$ cat config.mk
export PLATFORM = sky130hd
export DESIGN_NAME = uop_nand_sequencer
export DESIGN_NICKNAME = d
export VERILOG_FILES = /design/src/rtl/uop_nand_sequencer.sv
export SDC_FILE = /design/constraint.sdc
export NUM_CORES = 1
export LEC_CHECK = 0
export ABC_AREA = 0
export BUFFER_PORTS_ARGS = -buffer_cell sky130_fd_sc_hd__buf_2
export CORE_ASPECT_RATIO = 1.75
export CORE_MARGIN = 3
export CORE_UTILIZATION = 62
export CTS_CLUSTER_SIZE = 28
export DETAILED_ROUTE_END_ITERATION = 10
export GPL_ROUTABILITY_DRIVEN = 0
export HOLD_SLACK_MARGIN = 0.05
export PLACE_DENSITY = 0.85
export SETUP_SLACK_MARGIN = 0.5
export SYNTH_ARGS = -nofsm -noshare
export SYNTH_HDL_FRONTEND = slang
export SYNTH_SLANG_ARGS = --single-unit
$ cat constraint.sdc
create_clock -name clk -period 5.9 [get_ports clk]
set_clock_uncertainty 0.2 [all_clocks]
set_input_delay 0.59 -clock clk [delete_from_list [all_inputs] [get_ports clk]]
set_output_delay 0.59 -clock clk [all_outputs]
set_load 0.02 [all_outputs]
$ cat src/rtl/uop_nand_sequencer.sv
// Multi-cycle logic unit: NAND/AND/OR/XOR built by sequencing one shared
// WIDTH-bit NAND cell, one evaluation per clock, under a three-state FSM.
module uop_nand_sequencer #(
   parameter int WIDTH = 8,
   parameter int CNTW  = 16
) (
   input  logic             clk,
   input  logic             n_reset,
   input  logic             start,
   input  logic [1:0]       op,
   input  logic [WIDTH-1:0] a,
   input  logic [WIDTH-1:0] b,
   output logic             busy,
   output logic             done,
   output logic [WIDTH-1:0] result,
   output logic [CNTW-1:0]  nand_uses
);

   typedef enum logic [1:0] {IDLE, EXEC, DONE} state_t;

   state_t           state, state_nxt;
   logic [WIDTH-1:0] ra, rb, t0, t1;
   logic [1:0]       rop, step;
   logic [WIDTH-1:0] nand_x, nand_y, nand_z;
   logic             accept, last_step;
   logic             wr_t0, wr_t1, wr_rb, wr_res;

   function automatic logic [CNTW-1:0] sat_inc(input logic [CNTW-1:0] v);
      if (&v) return v;
      return v + {{(CNTW-1){1'b0}}, 1'b1};
   endfunction

   // The only logic-computing element in the datapath.
   assign nand_z = ~(nand_x & nand_y);

   always_ff @(posedge clk or negedge n_reset) begin
      if (!n_reset) state <= IDLE;
      else          state <= state_nxt;
   end

   always_comb begin
      state_nxt = state;
      case (state)
         IDLE:    if (start) state_nxt = EXEC;
         EXEC:    if (last_step) state_nxt = DONE;
         DONE:    state_nxt = start ? EXEC : IDLE;
         default: state_nxt = IDLE;
      endcase
   end

   // Step count is rop+1, so the final step is the one where step equals rop.
   always_comb begin
      busy      = (state == EXEC);
      done      = (state == DONE);
      accept    = start && (state != EXEC);
      last_step = (state == EXEC) && (step == rop);
      nand_x    = ra;
      nand_y    = rb;
      wr_t0     = 1'b0;
      wr_t1     = 1'b0;
      wr_rb     = 1'b0;
      wr_res    = 1'b0;
      case ({rop, step})
         4'b01_01: begin nand_x = t0; nand_y = t0; end
         4'b10_00: begin nand_x = ra; nand_y = ra; end
         4'b10_01: begin nand_x = rb; nand_y = rb; end
         4'b10_10: begin nand_x = t0; nand_y = t1; end
         4'b11_01: begin nand_x = ra; nand_y = t0; end
         4'b11_10: begin nand_x = rb; nand_y = t0; end
         4'b11_11: begin nand_x = t1; nand_y = rb; end
         default:  begin nand_x = ra; nand_y = rb; end
      endcase
      if (state == EXEC) begin
         if (last_step)                                      wr_res = 1'b1;
         else if ({rop, step} == 4'b10_01 || {rop, step} == 4'b11_01) wr_t1 = 1'b1;
         else if ({rop, step} == 4'b11_10)                   wr_rb  = 1'b1;
         else                                                wr_t0  = 1'b1;
      end
   end

   always_ff @(posedge clk or negedge n_reset) begin
      if (!n_reset) begin
         ra        <= '0;
         rb        <= '0;
         t0        <= '0;
         t1        <= '0;
         rop       <= 2'd0;
         step      <= 2'd0;
         result    <= '0;
         nand_uses <= '0;
      end else begin
         if (accept) begin
            ra   <= a;
            rb   <= b;
            rop  <= op;
            step <= 2'd0;
         end else if (state == EXEC) begin
            if (!last_step) step <= step + 2'd1;
            if (wr_t0)  t0     <= nand_z;
            if (wr_t1)  t1     <= nand_z;
            if (wr_rb)  rb     <= nand_z;
            if (wr_res) result <= nand_z;
         end
         if (state == EXEC) nand_uses <= sat_inc(nand_uses);
      end
   end

endmodule

Word level (Yosys, flattened, before mapping)
Cells that the tools add are included.

Register bits after elaboration: 62. Output and inout bits: 26.

Bitwise gates (word level): 3. Equality and inequality tests: 15. Reduce and logical (&&, ||, !) cells: 17. Mux-type cells: 28. Add/sub/neg operators: 2.

Operator list (number): $pmux W8 S3 (2); $eq A4 B4 Y1 const B (6); $mux W8 (3); $add A16 B1 Y16 const B (1); $mux W1 (16); $mux W16 (1); $reduce_and A16 Y1 (1); $mux W2 (5); $reduce_and A3 Y1 (3); $and A8 B8 Y8 (1); $not A8 Y8 (1); $reduce_and A2 Y1 (4); $ne A2 B2 Y1 const B (3); $pmux W2 S3 (1); $eq A4 B3 Y1 const B (1); $ne A2 B1 Y1 const B (2); $reduce_bool A2 Y1 (2); $reduce_or A2 Y1 (2); $reduce_or A3 Y1 (1); $add A2 B1 Y2 const B (1); $eq A2 B1 Y1 const B (1); $eq A2 B2 Y1 (1); $eq A2 B2 Y1 const B (1); $logic_and A1 B1 Y1 (2); 3 further kinds (3).

Longest topological paths before layout
Gate-level depths: netlist of run 1.

Word-level depth: 8. Depth in mapped cells: 8. Depth with buffers taken out: 6.

Worst setup path after synthesis of run 1
Ideal clock, no wire load.

Path kind: register to register. Start: reg step[0]. End: reg rb[2]. Data arrival time: 1.848 ns. Slack: 3.713 ns. Stages on the path, launching flop included: 9. Cells stage by stage: dfrtp_1 > inv_1 > ha_1 > buf_2 > nor4bb_1 > o2111ai_1 > clkbuf_1 > a31oi_1 > o211ai_1.

Word-level cells in the longest chain between the ends: 8. Elaborated cells on any way between the ends: 26.

RTL lines: start, declared (line 23) `logic [1:0] rop, step;`; start signal, assigned (line 98) `if (!last_step) step <= step + 2'd1;`; $eq A4 B4 Y1, or another cell as far along (line 63, 75); $reduce_or A3 Y1 (no line) / $reduce_or A2 Y1 (equally long branches); $pmux W8 S3 (line 63) `case ({rop, step})`; $and A8 B8 Y8 (line 34) `assign nand_z = ~(nand_x & nand_y);`; $not A8 Y8 (line 34); $mux W8 (line 101) `if (wr_rb) rb <= nand_z;`; $mux W8 (line 97) `end else if (state == EXEC) begin`; $mux W8 (line 92) `if (accept) begin`; end signal, assigned (line 101); end, declared (line 22) `logic [WIDTH-1:0] ra, rb, t0, t1;`.

Parallel ways exist; a longest one is shown, timed or not. The select of a mux whose other input is x is not followed. A chain may end at the register's enable or synchronous reset.

Worst setup path after layout of run 1
Start: reg step[0]. End: reg rb[0].

Same word-level chain as after synthesis.

==> summary.md, run 1 <==
| Metric | Value |
|---|---|
| Status | `completed` |
| FF+latch count, synth | `62` |
| Fraction of the mapped netlist area in simple logic gates | `11.5%` |
| Ant diodes | `0` |
| Ys flop type | `dfrtp_1` |
| Clock Sinks | `62` |
| Yosys cell types | `56` |
| Maximum buffer depth of the clock tree | `2` |
| Area delta synth->final | `11.5%` |
| Final #Nets | `403` |
| Row cnt | `36` |
| Vias | `3168` |
| Initial antenna violation count | `0` |
| Top-count cell post-synth | `dfrtp_1` |
| Top post-synthesis cells by area | `dfrtp_1 (43%), mux2_2 (5.0%), a22o_1 (3.6%)` |
| Hold Vio Cnt, Final | `0` |
| Maximum VDD drop | `0.000305 V` |
| Pre-Repair DR Iteration Count | `5` |
| Starting Density | `64.7%` |
| Overflow after GRT | `0` |
| Post-synth EDFFs | `0` |
| First-pass GRT wire length | `15200 microns` |
| Top cell type's share of synthesized area | `43.0%` |
| Compound-Gate Fraction of Synth Area | `27.0%` |
| Post-synthesis sequential area ratio | `43.0%` |
| Cells after Synth | `341` |
| Total GRT Usage | `28.6%` |
| Worst hold path type | `primary input to asynchronous set/reset pin` |
| Clk_lat worst skew | `0.34 ns` |
| Adder-cell share of the synthesized area | `1.73%` |
| Inst Count DP | `442` |
| WL/cell | `20.2 microns` |
| Post-Route WL | `9270 microns` |
| H-tree Lvls | `3` |
| Fmax | `282 MHz` |
| Post-Synth XOR/XNOR Area | `4.54%` |
| Final Cycle Share | `60.1%` |
| Worst-margin pin slew | `1.16 ns` |
| Clock Root Buffer | `clkbuf_8` |
| Final Critical Period | `3.55 ns` |
| Net Count, Synth | `367` |
| Crit Path Class | `flip-flop to flip-flop` |
| Syn_area_per_cell | `10.6 sq um` |
| Synth Warn # | `0` |
| Required @ worst endpoint | `5.92 ns` |
| Critical Path Fanout Max | `28` |
| # setup viols final | `0` |
| Non-filler cells in the finished layout | `458` |
| RSZ-0062 raised after global routing | `no` |
| Mux share of post-synthesis cell area | `7.76%` |
| DR vias/cell | `6.92` |
| Die X-Extent | `63.7 microns` |
| Fraction of registers with async set/reset | `100%` |
| Slew Limit Headroom | `22.4%` |
| PortBufs | `46` |
| Largest area contributor in the netlist | `dfrtp_1` |
| Remaining routing DRC violations | `0` |
| Setup crit start kind | `flip-flop` |
| Crit end category | `flip-flop` |
| Pwr dens | `579 nW/um^2` |
| Pleak | `0.00173 uW` |
| Number of DRC markers in iteration 0 | `280` |
| Max-slew violations | `0` |
| Half-perimeter wire length after placement | `6420 microns` |
| CTS buffer count | `9` |
| Fill cells | `437` |
| WP data arrival | `3.56 ns` |
| Maxcap violations | `0` |
| CTS tree | `done` |
| Post-Route Setup TNS | `0 ns` |
| Post-route ant nets | `0` |
| Cts hold-fix bufs | `0` |
| Pin count of the biggest net entering global routing | `63` |
| Core area | `5590 sq um` |
| Setup bufs post-CTS | `0` |
| Vias in the first global route | `3100` |
| Worst-path clk slew | `0.07 ns` |
| Most frequent cells after synthesis | `dfrtp_1 (62), nand3_1 (19), and3_1 (16), mux2_2 (16)` |
| Cell Area, Synth | `3610 sq um` |
| Share of cells above drive strength 1 | `24.1%` |
| Die height | `107 microns` |
| Post-cts sizing count | `0` |
| Number of primary I/O pins | `47` |
| Largest family of logic cells by synthesized area | `compound AO/OA/AOI/OAI gates` |
| Die Area | `6810 sq um` |
[path summary, 6_finish.rpt]
check / start / to / slack (ns) / cells after the start
max in group asynchronous: n_reset / ra[6]$_DFFE_PN0P_ / 4.79 / 2
max: step[0]$_DFFE_PN0P_ / rb[0]$_DFFE_PN0P_ / 2.35 / 6
min: n_reset / nand_uses[4]$_DFFE_PN0P_ / 0.20 / 2
min in group clk: a[4] / ra[4]$_DFFE_PN0P_ / 0.28 / 2
min reg2reg: nand_uses[15]$_DFFE_PN0P_ / nand_uses[15]$_DFFE_PN0P_ / 0.29 / 1
max reg2reg: step[0]$_DFFE_PN0P_ / rb[0]$_DFFE_PN0P_ / 2.35 / 6
[worst max-delay path, stage by stage, from the launching register on]
cell and delay, ns:
dfrtp_1 0.46, inv_1 0.16, ha_1 0.77, nor4bb_1 0.46
o2111ai_1 0.63, and3_1 0.46, a221o_1 0.28
[metrics by stage]
step | hold slack [ns] | area (sq um) | total power (uW) | setup WS [ns] | util [%]
final | 0.204 | 4030 | 2330 | 2.35 | 72.1
after detailed placement | 0.284 | 3830 | 1940 | 2.42 | 68.5
after floorplan | 0.0944 | 3610 | 1650 | 3.71 | -
after CTS | 0.236 | 4030 | 2310 | 2.40 | 72.1
after global routing | 0.280 | 4030 | 2470 | 2.06 | 72.1
after global placement | 0.276 | 3830 | 1890 | 2.59 | 68.5
[logic make-up after synthesis]
group / count (synthesis)
compound gates: 125
simple gates: 75
flops: 62
buf+inv: 33
mux: 24
xor+xnor: 17
fa+ha+maj: 5
[state kept, by name, summed over array words and instances, names as in the netlist]
signal,count
step,2
result,8
ra,8
t0,8
state,2
rb,8
nand_uses,16
t1,8
rop,2
[power breakdown]
group / switching, uW / internal, uW
Combinational: 711 / 481
Clock: 160 / 216
Sequential: 182 / 582
Total: 1050 / 1280
[area by class of cell]
cell class	instances	area [sq um]	area share, %
multi-input cells	246	1900	47.1
flip-flops and latches	62	1550	38.5
repair buffers	48	245	6.09
clock buffers	12	155	3.85
well taps	76	95.1	2.36
clock inverters	4	45.0	1.12
inverters	10	37.5	0.932
[layout by cell type (no fill, tap or decap), drive strengths merged, types with 3 or more instances in the layout]
master   instances
dfrtp           62
buf             48
mux2            23
nand3           19
and3            16
a22o            15
a31oi           15
xnor2           13
a21oi           12
clkbuf          12
nor2            11
inv             10
a211oi          10
o21ai           10
nand2            9
o211ai           8
a21o             8
a221o            8
a32o             6
a22oi            5
a32oi            5
a2bb2oi          5
ha               5
o2111ai          4
and2             4
xor2             4
nor2b            3
a221oi           3
o22ai            3
o32ai            3
clkinv           3
[per-layer routing]
layer	global-route usage, %	vias to the layer above	wire length [microns]
met5	0	-	0
met4	11.9	0	385
met3	5.77	41	731
met2	50.8	178	4760
met1	32.9	1541	3390
li1	-	1408	-
Power figures use the tool's default switching activity.
==> run 2, diff against run 1 <==
--- a/config.mk
+++ b/config.mk
@@ -5,16 +5,16 @@
 export SDC_FILE = /design/constraint.sdc
 export NUM_CORES = 1
 export LEC_CHECK = 0
-export ABC_AREA = 0
+export ABC_AREA = 1
 export BUFFER_PORTS_ARGS = -buffer_cell sky130_fd_sc_hd__buf_2
 export CORE_ASPECT_RATIO = 1.75
 export CORE_MARGIN = 3
-export CORE_UTILIZATION = 62
+export CORE_UTILIZATION = 52
 export CTS_CLUSTER_SIZE = 28
 export DETAILED_ROUTE_END_ITERATION = 10
 export GPL_ROUTABILITY_DRIVEN = 0
 export HOLD_SLACK_MARGIN = 0.05
-export PLACE_DENSITY = 0.85
+export PLACE_DENSITY = 0.76
 export SETUP_SLACK_MARGIN = 0.5
 export SYNTH_ARGS = -nofsm -noshare
 export SYNTH_HDL_FRONTEND = slang
==> constraint.sdc (replaced) <==
create_clock -name clk -period 3 [get_ports clk]
set_clock_uncertainty 0.2 [all_clocks]
set_input_delay 0.3 -clock clk [delete_from_list [all_inputs] [get_ports clk]]
set_output_delay 0.3 -clock clk [all_outputs]
set_load 0.02 [all_outputs]
==> run 2 against run 1 <==
Largest power group unchanged; worst setup slack got worse by 1.6 ns; critical endpoint is now nand_uses[15]$_DFFE_PN0P_; global-route usage decreased by 2.9 points; cell count increased by 41%; critical path type unchanged; largest cell class unchanged; clock-buffer cell count increased by 2; first-iteration DRC count decreased by 31%.
==> summary.md, run 2 <==
| Metric | Value |
|---|---|
| Biggest register | `nand_uses` |
| Status | `completed` |
| Crit Path Class | `flip-flop to flip-flop` |
| Setup WS pre-CTS | `0.706 ns (-1.71 ns)` |
| Maxcap violations | `0 (unchanged)` |
| Overflow after GRT | `0 (unchanged)` |
| Worst-path clk slew | `0.05 ns (-0.02 ns)` |
| CTS tree | `done` |
| Clk_lat worst skew | `0.33 ns (about the same)` |
| CTS buffer count | `9 (unchanged)` |
| Total Power | `4580 uW (+97%)` |
| H-tree Lvls | `3 (unchanged)` |
| FF+latch count, synth | `62 (unchanged)` |
| Starting Density | `53.9% (-11 points)` |
| Post-Route Setup TNS | `0 ns (unchanged)` |
| Worst-margin pin slew | `0.880 ns (-0.282 ns)` |
| Most frequent cells after synthesis | `nand2_1 (232), dfrtp_1 (62), inv_1 (43)` |
| Leading cell types in the layout, fill and taps excluded | `nand2_1 (232), dfrtp_1 (62), buf_2 (46)` |
| Top post-synthesis cells by area | `dfrtp_1 (44%), nand2_1 (25%), inv_1 (4.6%)` |
| Clock Root Buffer | `clkbuf_16` |
| Critical path buffer and inverter count | `1 (unchanged)` |
| Vias | `3262 (+3.0%)` |
| Remaining routing DRC violations | `0 (unchanged)` |
| Cells after Synth | `496 (+45%)` |
| Vias in the first global route | `3291 (+6.2%)` |
| RSZ-0062 raised after global routing | `no` |
| Clock Sinks | `62 (unchanged)` |
| Synth Warn # | `0 (unchanged)` |
| Final Cycle Share | `74.3% (+14 points)` |
| Non-filler cells in the finished layout | `646 (+41%)` |
| Largest area contributor in the netlist | `dfrtp_1` |
| Final Critical Period | `2.23 ns (-1.32 ns)` |
| Required @ worst endpoint | `3.00 ns (-2.92 ns)` |
| Die X-Extent | `68.2 microns (+7.1%)` |
| Half-perimeter wire length after placement | `6550 microns (+1.9%)` |
| # setup viols final | `0 (unchanged)` |
| Setup bufs post-CTS | `0 (unchanged)` |
| Ant diodes | `0 (unchanged)` |
| Share of cells above drive strength 1 | `15.6% (-8.5 points)` |
| Fraction of registers with async set/reset | `100% (unchanged)` |
| PortBufs | `46 (unchanged)` |
| Number of DRC markers in iteration 0 | `194 (-31%)` |
| Post-route ant nets | `0 (unchanged)` |
| DR vias/cell | `5.05 (-27%)` |
| Crit-path max cell delay | `0.47 ns (-0.30 ns)` |
| Maximum buffer depth of the clock tree | `2 (unchanged)` |
| Crit end category | `flip-flop` |
| Yosys cell types | `25 (-55%)` |
| Area delta synth->final | `19.8%` |
| Ys flop type | `dfrtp_1` |
| Post-synth EDFFs | `0 (unchanged)` |
| Pre-Repair DR Iteration Count | `4 (-1)` |
| Core area | `6540 sq um (+17%)` |
| Total GRT Usage | `25.6% (-2.9 points)` |
| Top cell type's share of synthesized area | `44.0% (+1.1 points)` |
| Maximum VDD drop | `0.000863 V (+180%)` |
| Post-Route WL | `8900 microns (-4.0%)` |
| Critical Path Fanout Max | `19 (-32%)` |
| Worst-path cell chain | `ha_1 -> nand2_1 -> nor2_1 -> nand3_1 -> nand2_1 -> nand2_2 -> inv_1 -> o21ai_0` |
| WL/cell | `13.8 microns (-32%)` |
| Commonest non-fill, non-tap cell in the layout | `nand2_1` |
| Max reg flops | `16 (unchanged)` |
| Worst hold path type | `primary input to flip-flop` |
| Number of primary I/O pins | `47 (unchanged)` |
| Pleak | `0.00228 uW (+32%)` |
| Syn_area_per_cell | `7.10 sq um (-33%)` |
| Top-count cell post-synth | `nand2_1` |
| Final #Nets | `586 (+45%)` |
| WP data arrival | `2.23 ns (-1.33 ns)` |
| First-pass GRT wire length | `15000 microns (-1.4%)` |
| Fill cells | `613 (+40%)` |
| Net Count, Synth | `522 (+42%)` |
| Fmax | `449 MHz (+59%)` |
| Max-slew violations | `0 (unchanged)` |
| Post-layout worst setup margin | `0.772 ns (-1.58 ns)` |
| Die height | `115 microns (+7.4%)` |
| Cell Area, Synth | `3520 sq um (-2.5%)` |
| Die Area | `7840 sq um (+15%)` |
| Initial antenna violation count | `0 (unchanged)` |
| Post-synthesis sequential area ratio | `44.0% (+1.1 points)` |
| Top cell family by delay on the critical path | `simple AND/OR/NAND/NOR gates` |
| Pin count of the biggest net entering global routing | `37 (-41%)` |
| Setup crit start kind | `flip-flop` |
| Hold Vio Cnt, Final | `0 (unchanged)` |
| CP dominant cell by count | `nand2_1` |
| Inst Count DP | `619 (+40%)` |
| WHS | `0.0637 ns (-0.140 ns)` |
| Row cnt | `39 (+8.3%)` |
| Crit path max-delay cell type | `dfrtp_1` |
| Slew Limit Headroom | `41.3% (+19 points)` |
| Pwr dens | `1090 nW/um^2 (+88%)` |
==> run 2: layer usage <==
metal  vias to the layer above  GRT usage [%]  part of all wire (%)
met4                         0           14.2                   3.4
met1                      1496           28.2                    38
li1                       1654              -                     -
met5                         -              0                     0
met2                        87           44.5                    54
met3                        25           5.08                   4.4
==> run 2: timing repair <==
| item | CTS | global route |
|---|---|---|
| hold buffers | 12 | 0 |
| hold endpoints to repair | 45 | 0 |
| setup endpoints to repair | 0 | 1 |
| resized for setup | 0 | 1 |
==> run 2: area by class of cell <==
type / count / area (sq um) / area share [%]
Multi-Input combinational cell: 377 / 1740 / 41.2
Sequential cell: 62 / 1550 / 36.8
Timing Repair Buffer: 61 / 373 / 8.83
Clock buffer: 14 / 264 / 6.26
Inverter: 49 / 186 / 4.42
Tap cell: 82 / 103 / 2.43
Clock inverter: 1 / 5.00 / 0.119
==> run 2: path summary, 6_finish.rpt <==
check | from | endpoint | cells after the start | slack (ns)
max in group asynchronous | n_reset | nand_uses[2]$_DFFE_PN0P_ | 3 | 1.43
hold / removal | b[3] | rb[3]$_DFFE_PN0P_ | 5 | 0.06
setup / recovery | nand_uses[0]$_DFFE_PN0P_ | nand_uses[15]$_DFFE_PN0P_ | 8 | 0.77
min in group asynchronous | n_reset | rop[1]$_DFFE_PN0P_ | 2 | 0.43
setup reg to reg | nand_uses[0]$_DFFE_PN0P_ | nand_uses[15]$_DFFE_PN0P_ | 8 | 0.77
hold reg to reg | result[1]$_DFFE_PN0P_ | result[1]$_DFFE_PN0P_ | 2 | 0.27
==> run 2: cell families (layout without fill, tap and decap cells) <==
group,Yosys count,after routing,synth area share [%]
AND/OR/NAND/NOR,331,331,39.6
XOR/XNOR,16,16,3.98
adder cells (fa/ha/maj),5,5,1.78
flip-flops,62,62,44.0
buffers and inverters,57,125,6.75
AO/OA/AOI/OAI,25,25,3.84
==> run 2: power breakdown <==
part | total, uW | internal (uW) | switching [uW]
logic | 2100 | 678 | 1420
registers | 1530 | 1210 | 323
clock network | 951 | 598 | 353
total | 4580 | 2490 | 2100
==> run 2: worst reg2reg max path, stage by stage, from the launching register on <==
cell and delay [ns]:
dfrtp_1 0.47, ha_1 0.27, nand2_1 0.07, nor2_1 0.24, nand3_1 0.19, nand2_1 0.11
nand2_2 0.21, inv_1 0.22, o21ai_0 0.11
==> run 2: through the flow <==
step           util (%)  cell area, sq um
2_1_floorplan         -              3520
3_3_place_gp       58.5              3830
3_5_place_dp       58.5              3830
4_1_cts            64.5              4220
5_1_grt            64.5              4220
6_report           64.5              4220
